## config.mk

```make
export PLATFORM = sky130hd
export DESIGN_NAME = dbus_decoder
export DESIGN_NICKNAME = d
export VERILOG_FILES = /design/src/rtl/dbus_decoder_pkg.sv /design/src/rtl/dbus_decoder_addr_match_onehot.sv /design/src/rtl/dbus_decoder.sv
export SDC_FILE = /design/constraint.sdc
export NUM_CORES = 1
export LEC_CHECK = 0
export BUFFER_PORTS_ARGS = -buffer_cell sky130_fd_sc_hd__buf_2
export CAP_MARGIN = 25
export CORE_AREA = 10 10 112 114
export CTS_CLUSTER_SIZE = 10
export DETAILED_ROUTE_END_ITERATION = 10
export DIE_AREA = 0 0 122 124
export SKIP_LAST_GASP = 1
export SLEW_MARGIN = 30
export SYNTH_ARGS = -nofsm -noshare
export SYNTH_HDL_FRONTEND = slang
export SYNTH_SLANG_ARGS = --single-unit
```

## constraint.sdc

```tcl
create_clock -name clk -period 2.7 [get_ports clk]
set_clock_uncertainty 0.2 [all_clocks]
set_input_delay 0.135 -clock clk [delete_from_list [all_inputs] [get_ports clk]]
set_output_delay 0.135 -clock clk [all_outputs]
set_load 0.02 [all_outputs]
```

## src/rtl/dbus_decoder_pkg.sv

```systemverilog
// dbus_decoder_pkg -- shared definitions for the data-bus decoder.
//   State encoding, error-cause encoding, the default error read data,
//   the stall counter width and the error record layout.
package dbus_decoder_pkg;

  // Decoder FSM states
  localparam logic [1:0] ST_IDLE  = 2'd0;
  localparam logic [1:0] ST_WAIT  = 2'd1;
  localparam logic [1:0] ST_ABORT = 2'd2;

  // errCode causes
  localparam logic [1:0] ERR_NONE     = 2'd0;
  localparam logic [1:0] ERR_UNMAPPED = 2'd1;
  localparam logic [1:0] ERR_TIMEOUT  = 2'd2;

  // Read data returned to the master for any failed access
  localparam logic [31:0] DBUS_ERR_DATA = 32'hDEAD_BEEF;

  localparam int STALL_W = 16;

  // Most recent error, as exposed on errAddr/errCode
  typedef struct packed {
    logic [31:0] addr;
    logic [1:0]  code;
  } err_rec_t;

  // Index width for an n-entry select; never below one bit
  function automatic int idx_width(input int n);
    return (n > 1) ? $clog2(n) : 1;
  endfunction

endpackage

```

## src/rtl/dbus_decoder_addr_match_onehot.sv

```systemverilog
// addr_match_onehot -- combinational address decode for the data bus.
//   addr    : request byte address
//   hit     : one-hot hit vector, lowest matching slave wins
//   idx     : binary index of the winning slave (0 when none)
//   any_hit : at least one slave matched
// Slave i matches when (addr & SLV_MASK[i]) == SLV_BASE[i].
module addr_match_onehot
  import dbus_decoder_pkg::*;
#(
  parameter int                 NSLV     = 6,
  parameter logic [NSLV*32-1:0] SLV_BASE = '0,
  parameter logic [NSLV*32-1:0] SLV_MASK = '0,
  parameter int                 IDX_W    = idx_width(NSLV)
) (
  input  logic [31:0]      addr,
  output logic [NSLV-1:0]  hit,
  output logic [IDX_W-1:0] idx,
  output logic             any_hit
);

  logic [NSLV-1:0] raw;
  // seen[i]: some slave below i already matched, so i is masked off
  logic [NSLV:0]   seen;

  assign seen[0] = 1'b0;

  for (genvar i = 0; i < NSLV; i++) begin : g_slv
    assign raw[i]    = (addr & SLV_MASK[32*i +: 32]) == SLV_BASE[32*i +: 32];
    assign seen[i+1] = seen[i] | raw[i];
    assign hit[i]    = raw[i] & ~seen[i];
  end

  assign any_hit = seen[NSLV];

  // hit is one-hot, so an OR-style scan yields the single set index
  always_comb begin
    idx = '0;
    for (int i = 0; i < NSLV; i++)
      if (hit[i]) idx = IDX_W'(i);
  end

endmodule

```

## src/rtl/dbus_decoder.sv

```systemverilog
// dbus_decoder -- single-master data-bus decoder with stall timeout.
//   clk, rst   : clock, synchronous active-high reset
//   masterEN   : master request strobe
//   addrBus    : request byte address
//   dataToCPU  : read data, one cycle after an accepted request
//   nakDBus    : stall back to the master (hit slave's nak)
//   busErr     : one-cycle pulse the cycle after an error
//   errAddr    : address of the most recent error
//   errCode    : cause of the most recent error (none/unmapped/timeout)
//   slvEN      : per-slave enable
//   slvData    : per-slave read data, slave i at [32i+31:32i]
//   slvNak     : per-slave stall
// A slave that naks for TIMEOUT consecutive WAIT cycles gets the transfer
// aborted: one ABORT cycle with no enables and no stall, then an error.
module dbus_decoder
  import dbus_decoder_pkg::*;
#(
  parameter int                 NSLV     = 6,
  parameter logic [NSLV*32-1:0] SLV_BASE = '0,
  parameter logic [NSLV*32-1:0] SLV_MASK = '0,
  parameter int                 TIMEOUT  = 255,
  parameter logic [31:0]        ERR_DATA = DBUS_ERR_DATA
) (
  input  logic                 clk,
  input  logic                 rst,
  input  logic                 masterEN,
  input  logic [31:0]          addrBus,
  output logic [31:0]          dataToCPU,
  output logic                 nakDBus,
  output logic                 busErr,
  output logic [31:0]          errAddr,
  output logic [1:0]           errCode,
  output logic [NSLV-1:0]      slvEN,
  input  logic [NSLV*32-1:0]   slvData,
  input  logic [NSLV-1:0]      slvNak
);

  localparam int IDX_W = idx_width(NSLV);
  localparam logic [STALL_W:0] TIMEOUT_V = (STALL_W+1)'(TIMEOUT);

  logic [NSLV-1:0][31:0] slv_data_a;
  logic [NSLV-1:0]       hit;
  logic [IDX_W-1:0]      hit_idx;
  logic                  any_hit;

  logic [1:0]            state, state_nxt;
  logic [STALL_W-1:0]    stall_cnt, stall_cnt_nxt;
  logic [STALL_W:0]      stall_inc;
  logic [IDX_W-1:0]      sel_idx;
  logic                  sel_err;
  err_rec_t              err_q;

  logic                  active, aborting, nak_hit, accept, unmapped;

  assign slv_data_a = slvData;

  addr_match_onehot #(
    .NSLV     (NSLV),
    .SLV_BASE (SLV_BASE),
    .SLV_MASK (SLV_MASK),
    .IDX_W    (IDX_W)
  ) u_match (
    .addr    (addrBus),
    .hit     (hit),
    .idx     (hit_idx),
    .any_hit (any_hit)
  );

  assign active    = (state == ST_IDLE) || (state == ST_WAIT);
  assign aborting  = (state == ST_ABORT);
  assign nak_hit   = |(hit & slvNak);
  assign nakDBus   = masterEN & nak_hit & active;
  assign slvEN     = {NSLV{masterEN & ~aborting}} & hit;
  assign accept    = masterEN & ~nakDBus;
  assign unmapped  = masterEN & ~any_hit & ~aborting;
  assign stall_inc = {1'b0, stall_cnt} + 1'b1;

  // Counter clears on every path except a continuing stall in WAIT,
  // including the WAIT->ABORT step.
  always_comb begin
    state_nxt     = state;
    stall_cnt_nxt = '0;
    case (state)
      ST_IDLE: if (nakDBus) state_nxt = ST_WAIT;
      ST_WAIT: begin
        if (!nakDBus)                    state_nxt = ST_IDLE;
        else if (stall_inc == TIMEOUT_V) state_nxt = ST_ABORT;
        else                             stall_cnt_nxt = stall_inc[STALL_W-1:0];
      end
      default: state_nxt = ST_IDLE;
    endcase
  end

  always_ff @(posedge clk) begin
    if (rst) begin
      state     <= ST_IDLE;
      stall_cnt <= '0;
      sel_idx   <= '0;
      sel_err   <= 1'b0;
      busErr    <= 1'b0;
      err_q     <= '0;
    end else begin
      state     <= state_nxt;
      stall_cnt <= stall_cnt_nxt;
      busErr    <= aborting | unmapped;
      // ABORT forces error data regardless of whether the master still
      // strobes; otherwise the select only moves on an accepted cycle.
      if (aborting) begin
        sel_err <= 1'b1;
      end else if (accept) begin
        sel_idx <= hit_idx;
        sel_err <= ~any_hit;
      end
      if (aborting)
        err_q <= '{addr: addrBus, code: ERR_TIMEOUT};
      else if (unmapped)
        err_q <= '{addr: addrBus, code: ERR_UNMAPPED};
    end
  end

  // ABORT cycle already shows error data so the master never samples a
  // stale slave word when the stall is released.
  always_comb begin
    if (rst)                       dataToCPU = slv_data_a[0];
    else if (sel_err || aborting)  dataToCPU = ERR_DATA;
    else                           dataToCPU = slv_data_a[sel_idx];
  end

  assign errAddr = err_q.addr;
  assign errCode = err_q.code;

endmodule

```

== Word level (Yosys, flattened, before mapping) ==
Cells that the tools add are included.

* Bits in registers: 53
* Output and inout port bits: 74
* Word-level logic and storage cells: 33

* Mux-type cells: 8
* Eq/ne operators: 5
* Bitwise operators: 7
* $add $sub $neg: 1
* Reductions and logical operators: 6

{| class="wikitable"
|+ Operators with widths
! kind !! count
|-
| two-way mux 32 bit || 2
|-
| adder 16 x 1 -> 17 bit (second input constant) || 1
|-
| == test 17 x 8 -> 1 bit (second input constant) || 1
|-
| two-way mux 2 bit || 3
|-
| bitwise AND 1 bit || 4
|-
| case mux 2 bit (2 select lines) || 1
|-
| OR reduction 4 bit || 1
|-
| != test 3 x 2 -> 1 bit (second input constant) || 1
|-
| inverter 1 bit || 3
|-
| == test 2 x 1 -> 1 bit (second input constant) || 1
|-
| == test 2 bit (second input constant) || 1
|-
| zero test 2 bit || 1
|-
| logical OR 1 bit || 2
|-
| two-way mux 1 bit || 2
|-
| != test 2 bit (second input constant) || 1
|-
| AND reduction 2 bit || 1
|-
| nonzero test 2 bit || 1
|}

== Depth between registers and ports, before layout ==
Gate-level depths: netlist (run 1).

* Depth after elaboration: 7
* Mapped depth: 8
* Depth with buffers taken out: 7

== Hierarchy ==
From an unflattened synthesis (run 1), not the netlist that was laid out.

* Cell total of the unflattened synthesis: 524
* Area, all modules: 4,339.2 sq um

{| class="wikitable"
|+ Modules (own cells, without submodules)
! module !! seq. area each (sq um) !! area each (sq um) !! times used !! cells each
|-
| dbus_decoder || 1,141.1 || 4,256.6 || 1 || 512
|-
| addr_match_onehot || 0.0 || 82.6 || 1 || 12
|}

== Worst setup path before layout (run 1) ==
No wires, ideal clock.

* Kind: register to register
* Start: register stall_cnt[0]
* End: register state[1]
* Setup slack: 0.704 ns
* Arrival: 1.737 ns
* Path buffers: 1
* Stages on the path, launching flop included: 8
* Setup time: 0.060 ns
* Period minus slack after synthesis: 1.996 ns
* Cells stage by stage: dfxtp_1 > ha_1 > buf_4 > inv_1 > nor4_2 > a31oi_1 > nor2_8 > and3b_1

* Longest elaborated chain between the ends: 4

{| class="wikitable"
|+ Ends and longest elaborated chain
! item !! RTL line !! RTL
|-
| from (decl) || dbus_decoder.sv:47 || <nowiki>logic [STALL_W-1:0] stall_cnt, stall_cnt_nxt;</nowiki>
|-
| from (signal assigned) || dbus_decoder.sv:104 || <nowiki>stall_cnt <= stall_cnt_nxt;</nowiki>
|-
| adder 16 x 1 -> 17 bit || dbus_decoder.sv:76 || <nowiki>assign stall_inc = {1'b0, stall_cnt} + 1'b1;</nowiki>
|-
| == test 17 x 8 -> 1 bit || dbus_decoder.sv:87 || <nowiki>else if (stall_inc == TIMEOUT_V) state_nxt = ST_ABORT;</nowiki>
|-
| != test 3 x 2 -> 1 bit (no line) || -- ||
|-
| AND reduction 2 bit (no line) || -- ||
|-
| to (signal assigned) || dbus_decoder.sv:103 || <nowiki>state <= state_nxt;</nowiki>
|-
| to (decl) || dbus_decoder.sv:46 || <nowiki>logic [1:0] state, state_nxt;</nowiki>
|}

No other way between the ends.
A chain may end at the register's enable or synchronous reset.

== Final worst setup path (run 1) ==
* Start: register stall_cnt[0]
* End: register stall_cnt[5]

* Longest elaborated chain between the ends: 3

{| class="wikitable"
|+ Ends and longest elaborated chain
! item !! RTL line
|-
| adder 16 x 1 -> 17 bit * || dbus_decoder.sv:76
|-
| == test 17 x 8 -> 1 bit || dbus_decoder.sv:87
|-
| OR reduction 4 bit (no line) || --
|}

Every way passes the cells marked *; elsewhere a longest branch is shown, timed or not.

==> metrics.md, run 1 <==
| Metric | Value |
|---|---|
| Fin Hold WS | `0.0445 ns` |
| Fin crit period | `2.38 ns` |
| Min-Delay Startpoint | `masterEN` |
| WL/cell | `14.5 um` |
| Leak | `1.63 nW` |
| Endpoint of the most critical register-to-register path | `stall_cnt[5]$_SDFF_PP0_` |
| CORE AREA | `0.0102 sq mm` |
| DP Area | `0.00334 sq mm` |
| Outcome | `finished clean` |
| DIE WIDTH | `122 um` |
| Fraction of layout cells with a size suffix above 1 | `35.2%` |
| Initial Util | `25.5%` |
| Number of synthesized flops with an enable pin | `0` |
| Most used DFF post-synth | `dfxtp_1` |
| Num ports | `307` |
| Pin count of the biggest net entering global routing | `35` |
| CP arrival | `2.39 ns` |
| Area delta synth->final | `45.1%` |
| H-tree depth | `2` |
| Via density | `4.32` |
| Detailed Routing Iterations Pass 1 | `4` |
| Max_cap viols | `0` |
| FF-to-FF setup slack | `0.32 ns` |
| Endpoints failing setup | `0` |
| Detail Route Antenna Nets | `0` |
| Worst setup EP type | `flip-flop` |
| Post-route cell area | `0.00378 sq mm` |
| Dpl cells | `565` |
| Type of the tightest min-delay check | `in -> reg` |
| Non-Filler Instances | `610` |
| Clock Tree Root | `clkbuf_8` |
| Final #Nets | `706` |
| Unrepaired setup endpoints after global routing | `no` |
| Worst Setup Start Kind | `flip-flop` |
| TritonCTS clock tree | `yes` |
| PwrDens | `373 mW/mm^2` |
| Syn Area/Cell | `8.30 sq um` |
| Die area | `0.0151 sq mm` |
| FF-to-FF path depth | `6` |
| Worst-Skew Late Latency | `0.30 ns` |
| CTS Sinks | `53` |
| Gates resized, CTS repair | `0` |
| # DRC | `0` |
| Synthesized cell area | `0.00261 sq mm` |
| Worst relative slew slack | `50.3%` |
| Clock Path Buffers | `2` |
| Clock-pin slew on the worst setup and hold paths | `0.09 ns` |
| PortBufs | `135` |
| Setup TNS Final | `0 ns` |
| Final Hold Viols | `0` |
| CP max FO | `11` |
| Vias in the first global route | `2612` |
| Layout Utilization | `37.0%` |
| RR Startpoint | `stall_cnt[0]$_SDFF_PP0_` |
| Total CTS buffers | `5` |
| Synthesized instance count | `314` |
| Data required, critical path | `2.71 ns` |
| FMAX | `421 MHz` |
| Routed WL | `8.82 mm` |
| Setup repair bufs after CTS | `0` |
| First-pass GRT wire length | `14.0 mm` |
| VDD IR max | `0.000175 V` |
| WS Path Type | `reg -> reg` |
| Initial DRC count | `231` |
| Global Route Usage Sum | `11.4%` |
| Asr flop ratio synth | `0%` |
| Grt total ovfl | `0` |
| Final worst-path cycle share | `88.0%` |
| Synthesis Warnings | `0` |
| Synth Register Bits | `53` |
| Worst-Margin Slew | `0.744 ns` |
| Register area share after synthesis | `40.7%` |
| Worst Hold Path EP | `state[0]$_SDFFE_PP0P_` |
| Antenna violations before repair | `3` |
| Placer Congestion | `0.831` |
| Post-detail-place hpwl | `6.75 mm` |
| Via count | `2634` |
| Num rows | `37` |
| WHS Path Cells | `4` |
| Slew Limit Fails | `0` |
| Die height | `124 um` |
| Unique masters post-synth | `44` |
| Final-layout fill cell count | `1079` |
## placed cells by master, fill, tap and decap left out, types with 6 or more instances in the layout
cell	instances
a211oi_2	9
a21oi_1	35
and2_1	9
buf_2	135
conb_1	6
dfxtp_1	53
dlygate4sd3_1	35
nand2_1	73
nand2b_1	26
nor2_1	14
xnor2_1	6
xor2_1	10
## Yosys cell counts (2+ instances only)
master | count | area (sq um)
buf_6 | 4 | 45.0
nor3b_1 | 2 | 15.0
buf_4 | 7 | 52.6
xor2_1 | 10 | 87.6
a211oi_2 | 9 | 113
nand4_1 | 4 | 25.0
nor3_1 | 4 | 20.0
mux2i_1 | 2 | 20.0
a21oi_1 | 35 | 175
buf_2 | 2 | 10.0
and2_1 | 9 | 56.3
clkbuf_1 | 16 | 60.1
and4_1 | 2 | 17.5
dfxtp_1 | 53 | 1060
inv_1 | 4 | 15.0
ha_1 | 2 | 25.0
nand2b_1 | 26 | 163
and3_1 | 2 | 12.5
nand2_1 | 73 | 274
nor2_1 | 14 | 52.6
xnor2_1 | 6 | 52.6
nand3_1 | 5 | 25.0
nor4_1 | 2 | 12.5
## worst max-delay path by stage
stage | startpoint | endpoint | slack [ns] | cells after the start
after floorplan | stall_cnt[0]$_SDFF_PP0_ | state[1]$_SDFFE_PP0P_ | 0.70 | 7
after global placement | stall_cnt[0]$_SDFF_PP0_ | state[1]$_SDFFE_PP0P_ | 0.32 | 6
after detailed placement | stall_cnt[0]$_SDFF_PP0_ | stall_cnt[6]$_SDFF_PP0_ | 0.32 | 6
after CTS | stall_cnt[0]$_SDFF_PP0_ | stall_cnt[5]$_SDFF_PP0_ | 0.30 | 6
after global routing | stall_cnt[0]$_SDFF_PP0_ | stall_cnt[4]$_SDFF_PP0_ | 0.12 | 6
final | stall_cnt[0]$_SDFF_PP0_ | stall_cnt[5]$_SDFF_PP0_ | 0.32 | 6
## cells by family (layout without fill, tap and decap cells)
kind of cell	Yosys count	in the layout	share of synthesized area, %
adders and majority gates	2	2	0.960
other	1	8	0.144
buffers and inverters	34	187	7.30
and+or+nand+nor	154	154	31.0
DFF	53	53	40.7
muxes	2	2	0.768
AOI/OAI and AO/OA	52	52	13.8
xor gates and xnor gates	16	16	5.38
## flip-flops by register name (all words and copies together) (netlist names)
name / count
errAddr: 32
stall_cnt: 16
state: 2
busErr: 1
errCode: 1
sel_err: 1
## metrics by stage
| step | setup slack (ns) | power, W |
|---|---|---|
| floorplan | 0.704 | 0.000879 |
| global placement | 0.323 | 0.000955 |
| detailed placement | 0.316 | 0.000955 |
| CTS | 0.305 | 0.00144 |
| global route | 0.117 | 0.00149 |
| finish | 0.323 | 0.00141 |
## report_power, final
part / switching, W / internal, W / total, W / leakage (nW)
sequential: 0.000000822 / 0.000782 / 0.000782 / 0.427
combinational: 0.0000949 / 0.0000987 / 0.000194 / 1.16
clock: 0.000252 / 0.000183 / 0.000435 / 0.0374
## worst max-delay path, stage by stage (launching register included)
cell and delay [ns]:
dfxtp_1 0.46, ha_1 0.44, and3_1 0.31, a311oi_1 0.11, a31oi_1 0.46, nor2_8 0.11
a211oi_2 0.20
## cell type report
class	instances	area [sq um]	share of cell area [%]
flip-flops and latches	53	1060	28.1
clock inverters	2	15.0	0.397
well taps	136	170	4.50
clock buffers	6	72.6	1.92
multi-input cells	232	1380	36.5
inverters	4	15.0	0.397
diodes	2	5.00	0.132
repair buffers	175	1060	28.1
## what timing repair did
item | in CTS | in global routing
hold endpoints to repair | 34 | 0
hold buffers | 35 | 0
setup endpoints to repair | 0 | 0
## layer usage
layer | routed length [um] | vias up | track usage [%]
li1 | - | 1340 | -
met1 | 3730 | 1181 | 13.9
met2 | 3740 | 103 | 17.0
met3 | 1250 | 10 | 6.61
met4 | 93 | 0 | 2.61
met5 | 0 | - | 0
No activity file was read; power rests on OpenSTA's default activity.
==> inputs of run 2 (changes only) <==
ABC_AREA = 1   (was default)
==> run 2 against run 1 <==
- sequential power is essentially flat
- combinational power hardly changed
- clock-buffer cell count is 1 lower
- register-to-register slack gained 0.28 ns
- cell count is 7.7% higher
- clock power up 43%
- die area unchanged
- worst setup slack gained 0.10 ns
- utilization shrank 0.51 points
- critical path type is now in -> out
- largest power group unchanged
==> metrics.md, run 2 <==
| Metric | Value |
|---|---|
| Leak | `1.88 nW (+16%)` |
| Grt total ovfl | `0 (unchanged)` |
| DIE WIDTH | `122 um (unchanged)` |
| ANT cells | `0 (-2)` |
| Synthesized cell area | `0.00248 sq mm (-5.0%)` |
| Num rows | `37 (unchanged)` |
| Via density | `4.18 (-3.2%)` |
| P_sw | `0.000347 W (-0.24%)` |
| Most common cell in the netlist | `nor2_1` |
| CP Depth | `6 (unchanged)` |
| Final Hold Viols | `0 (unchanged)` |
| CORE AREA | `0.0102 sq mm (unchanged)` |
| Most frequent cells in the layout | `135 x buf_2, 96 x nor2_1, 53 x dfxtp_1` |
| Register area share after synthesis | `42.8% (+2.1 points)` |
| Unique masters post-synth | `24 (-45%)` |
| CP max FO | `33 (+22)` |
| Slowest cell delay on critical path | `0.65 ns (+0.19 ns)` |
| Clock power share | `39.0% (+8.2 points)` |
| Final #Nets | `755 (+6.9%)` |
| Buf/Inv on CP | `4 (+4)` |
| Post-detail-place hpwl | `5.93 mm (-12%)` |
| Syn Area/Cell | `6.98 sq um (-16%)` |
| Pin count of the biggest net entering global routing | `35 (unchanged)` |
| Antenna violations before repair | `0 (-3)` |
| PwrDens | `428 mW/mm^2 (+15%)` |
| Detail Route Antenna Nets | `0 (unchanged)` |
| Unrepaired setup endpoints after global routing | `no` |
| Vias in the first global route | `2587 (-0.96%)` |
| Top Family by Delay on Critical Path | `buffers and inverters` |
| H-tree depth | `2 (unchanged)` |
| FF-to-FF setup slack | `0.60 ns (+0.28 ns)` |
| CP endpoint | `dataToCPU[25]` |
| Final worst-path cycle share | `84.3% (-3.8 points)` |
| Power Internal | `0.00125 W (+18%)` |
| Synthesis Warnings | `0 (unchanged)` |
| Synth Register Bits | `53 (unchanged)` |
| WS Path Type | `in -> out` |
| Non-Filler Instances | `657 (+7.7%)` |
| CTS Sinks | `53 (unchanged)` |
| Max reg flops | `32 (unchanged)` |
| Endpoints failing setup | `0 (unchanged)` |
| Worst-Margin Slew | `0.808 ns (+0.0641 ns)` |
| Fin Hold WS | `0.0171 ns (-0.0274 ns)` |
| Outcome | `finished clean` |
| CP arrival | `1.94 ns (-0.45 ns)` |
| Die height | `124 um (unchanged)` |
| Total CTS buffers | `5 (unchanged)` |
| Number of synthesized flops with an enable pin | `0 (unchanged)` |
| Via count | `2745 (+4.2%)` |
| Asr flop ratio synth | `0% (unchanged)` |
| Crit path from | `rst` |
| Area delta synth->final | `50.6%` |
| Slowest-stage cell, CP | `o21a_1` |
| FF-to-FF path depth | `10 (+4)` |
| VDD IR max | `0.000330 V (+89%)` |
| Type of the tightest min-delay check | `in -> reg` |
| Clock Path Buffers | `2 (unchanged)` |
| Setup TNS Final | `0 ns (unchanged)` |
| Endpoint of the most critical register-to-register path | `stall_cnt[14]$_SDFF_PP0_` |
| Clock Tree Root | `clkbuf_8` |
| Worst-Skew Late Latency | `0.30 ns (about the same)` |
| Top cell type's share of synthesized area | `42.8% (+2.1 points)` |
| Comb pwr share | `12.0% (-1.7 points)` |
| FMAX | `440 MHz (+4.5%)` |
| Most used DFF post-synth | `dfxtp_1` |
| Synthesized instance count | `355 (+13%)` |
| Most frequent cell on the critical path | `buf_2` |
| Clock-pin slew on the worst setup and hold paths | `0.10 ns (about the same)` |
| WL/cell | `12.1 um (-16%)` |
| Fin crit period | `2.28 ns (-0.102 ns)` |
| PortBufs | `135 (unchanged)` |
| Placer Congestion | `0.827 (-0.48%)` |
| Switching Fraction | `21.7% (-2.9 points)` |
| Global Route Usage Sum | `9.75% (-1.6 points)` |
| Setup repair bufs after CTS | `0 (unchanged)` |
| Slew Limit Fails | `0 (unchanged)` |
| Initial Util | `24.2% (-1.3 points)` |
| Num ports | `307 (unchanged)` |
| Data required, critical path | `2.37 ns (-0.34 ns)` |
| RR Startpoint | `stall_cnt[0]$_SDFF_PP0_` |
| # DRC | `0 (unchanged)` |
| Synth area leaders | `dfxtp_1 43%, nor2_1 15%, o21ai_0 6.9%, or2_2 6.1%, nand2_1 5.8%` |
| Max_cap viols | `0 (unchanged)` |
| First-pass GRT wire length | `12.6 mm (-10%)` |
| Die area | `0.0151 sq mm (unchanged)` |
| Detailed Routing Iterations Pass 1 | `4 (unchanged)` |
| Fraction of layout cells with a size suffix above 1 | `36.5% (+1.3 points)` |
| Synth area leader | `dfxtp_1` |
| Commonest non-fill, non-tap cell in the layout | `buf_2` |
| Sequential Power Share | `49.0% (-6.5 points)` |
| Synth top cells by count | `97 x nor2_1, 53 x dfxtp_1, 38 x nand2_1, 37 x inv_1, 34 x o21ai_0` |
| Worst setup EP type | `output port` |
| TritonCTS clock tree | `yes` |
| Initial DRC count | `178 (-23%)` |
| CP cell instances | `dlygate4sd3_1, buf_2, inv_1, o21a_1, or2_2, buf_2` |
| Dpl cells | `615 (+8.8%)` |
| Gates resized, CTS repair | `0 (unchanged)` |
| Worst relative slew slack | `46.1% (-4.2 points)` |
| Routed WL | `7.95 mm (-9.9%)` |
| Worst Setup Start Kind | `input port` |
==> run 2: cell type report <==
class	count	area (sq um)
fill	1041	6500
multi-input combinational	250	1180
sequential	53	1060
timing repair buffer	172	1040
tap	136	170
inverter	38	143
clock buffer	5	68.8
clock inverter	3	65.1
==> run 2: how the worst min path moves through the flow <==
| stage | depth (start not counted) | to | start |
|---|---|---|---|
| CTS | 5 | state[1]$_SDFFE_PP0P_ | slvNak[0] |
| detailed placement | 2 | busErr$_SDFF_PP0_ | rst |
| global route | 5 | state[1]$_SDFFE_PP0P_ | slvNak[0] |
| floorplan | 1 | busErr$_SDFF_PP0_ | rst |
| global placement | 2 | busErr$_SDFF_PP0_ | rst |
| finish | 5 | state[1]$_SDFFE_PP0P_ | slvNak[0] |
==> run 2: per-layer routing <==
metal / vias to the layer above / track usage [%] / wire length (um)
met4: 0 / 2.76 / 95
met1: 1193 / 10.6 / 3080
li1: 1410 / - / -
met2: 130 / 17.2 / 3880
met5: - / 0 / 0
met3: 12 / 3.89 / 900
==> run 2: cell families (layout without fill, tap and decap cells) <==
family	after synthesis	count (layout)	synth area share, %
other cells	1	6	0.151
compound gates	37	37	7.78
buf+inv	57	218	10.2
fa+ha+maj	2	2	1.01
xor+xnor	2	2	0.708
simple gates	203	203	37.3
flops	53	53	42.9
==> run 2: power by group through the flow <==
| stage | Sequential (W) | Clock (W) | Combinational (W) |
|---|---|---|---|
| 2_1_floorplan | 0.000801 | 0 | 0.0000829 |
| 3_3_place_gp | 0.000801 | 0 | 0.000152 |
| 3_5_place_dp | 0.000801 | 0 | 0.000153 |
| 4_1_cts | 0.000783 | 0.000645 | 0.000191 |
| 5_1_grt | 0.000783 | 0.000664 | 0.000208 |
| 6_report | 0.000783 | 0.000623 | 0.000192 |
==> run 2: what timing repair did <==
action | in CTS | in global routing
setup endpoints to repair | 0 | 0
endpoints found under the hold margin | 35 | 0
hold buffers | 34 | 0
==> run 2: worst register-to-register path, delay by kind of cell (launching register included) <==
family	cells	cell delay, ns
adder cells (fa/ha/maj)	1	0.22
flip-flops	1	0.41
AND/OR/NAND/NOR	9	1.15
==> run 2: per-stage QoR <==
stage / setup WS (ns) / utilization [%] / total power [W] / cell area (sq um)
finish: 0.425 / 36.5 / 0.00160 / 3730
floorplan: 0.830 / - / 0.000883 / 2490
global placement: 0.633 / 31.8 / 0.000953 / 3260
CTS: 0.391 / 36.5 / 0.00162 / 3730
detailed placement: 0.589 / 31.8 / 0.000954 / 3260
global route: 0.266 / 36.5 / 0.00165 / 3730
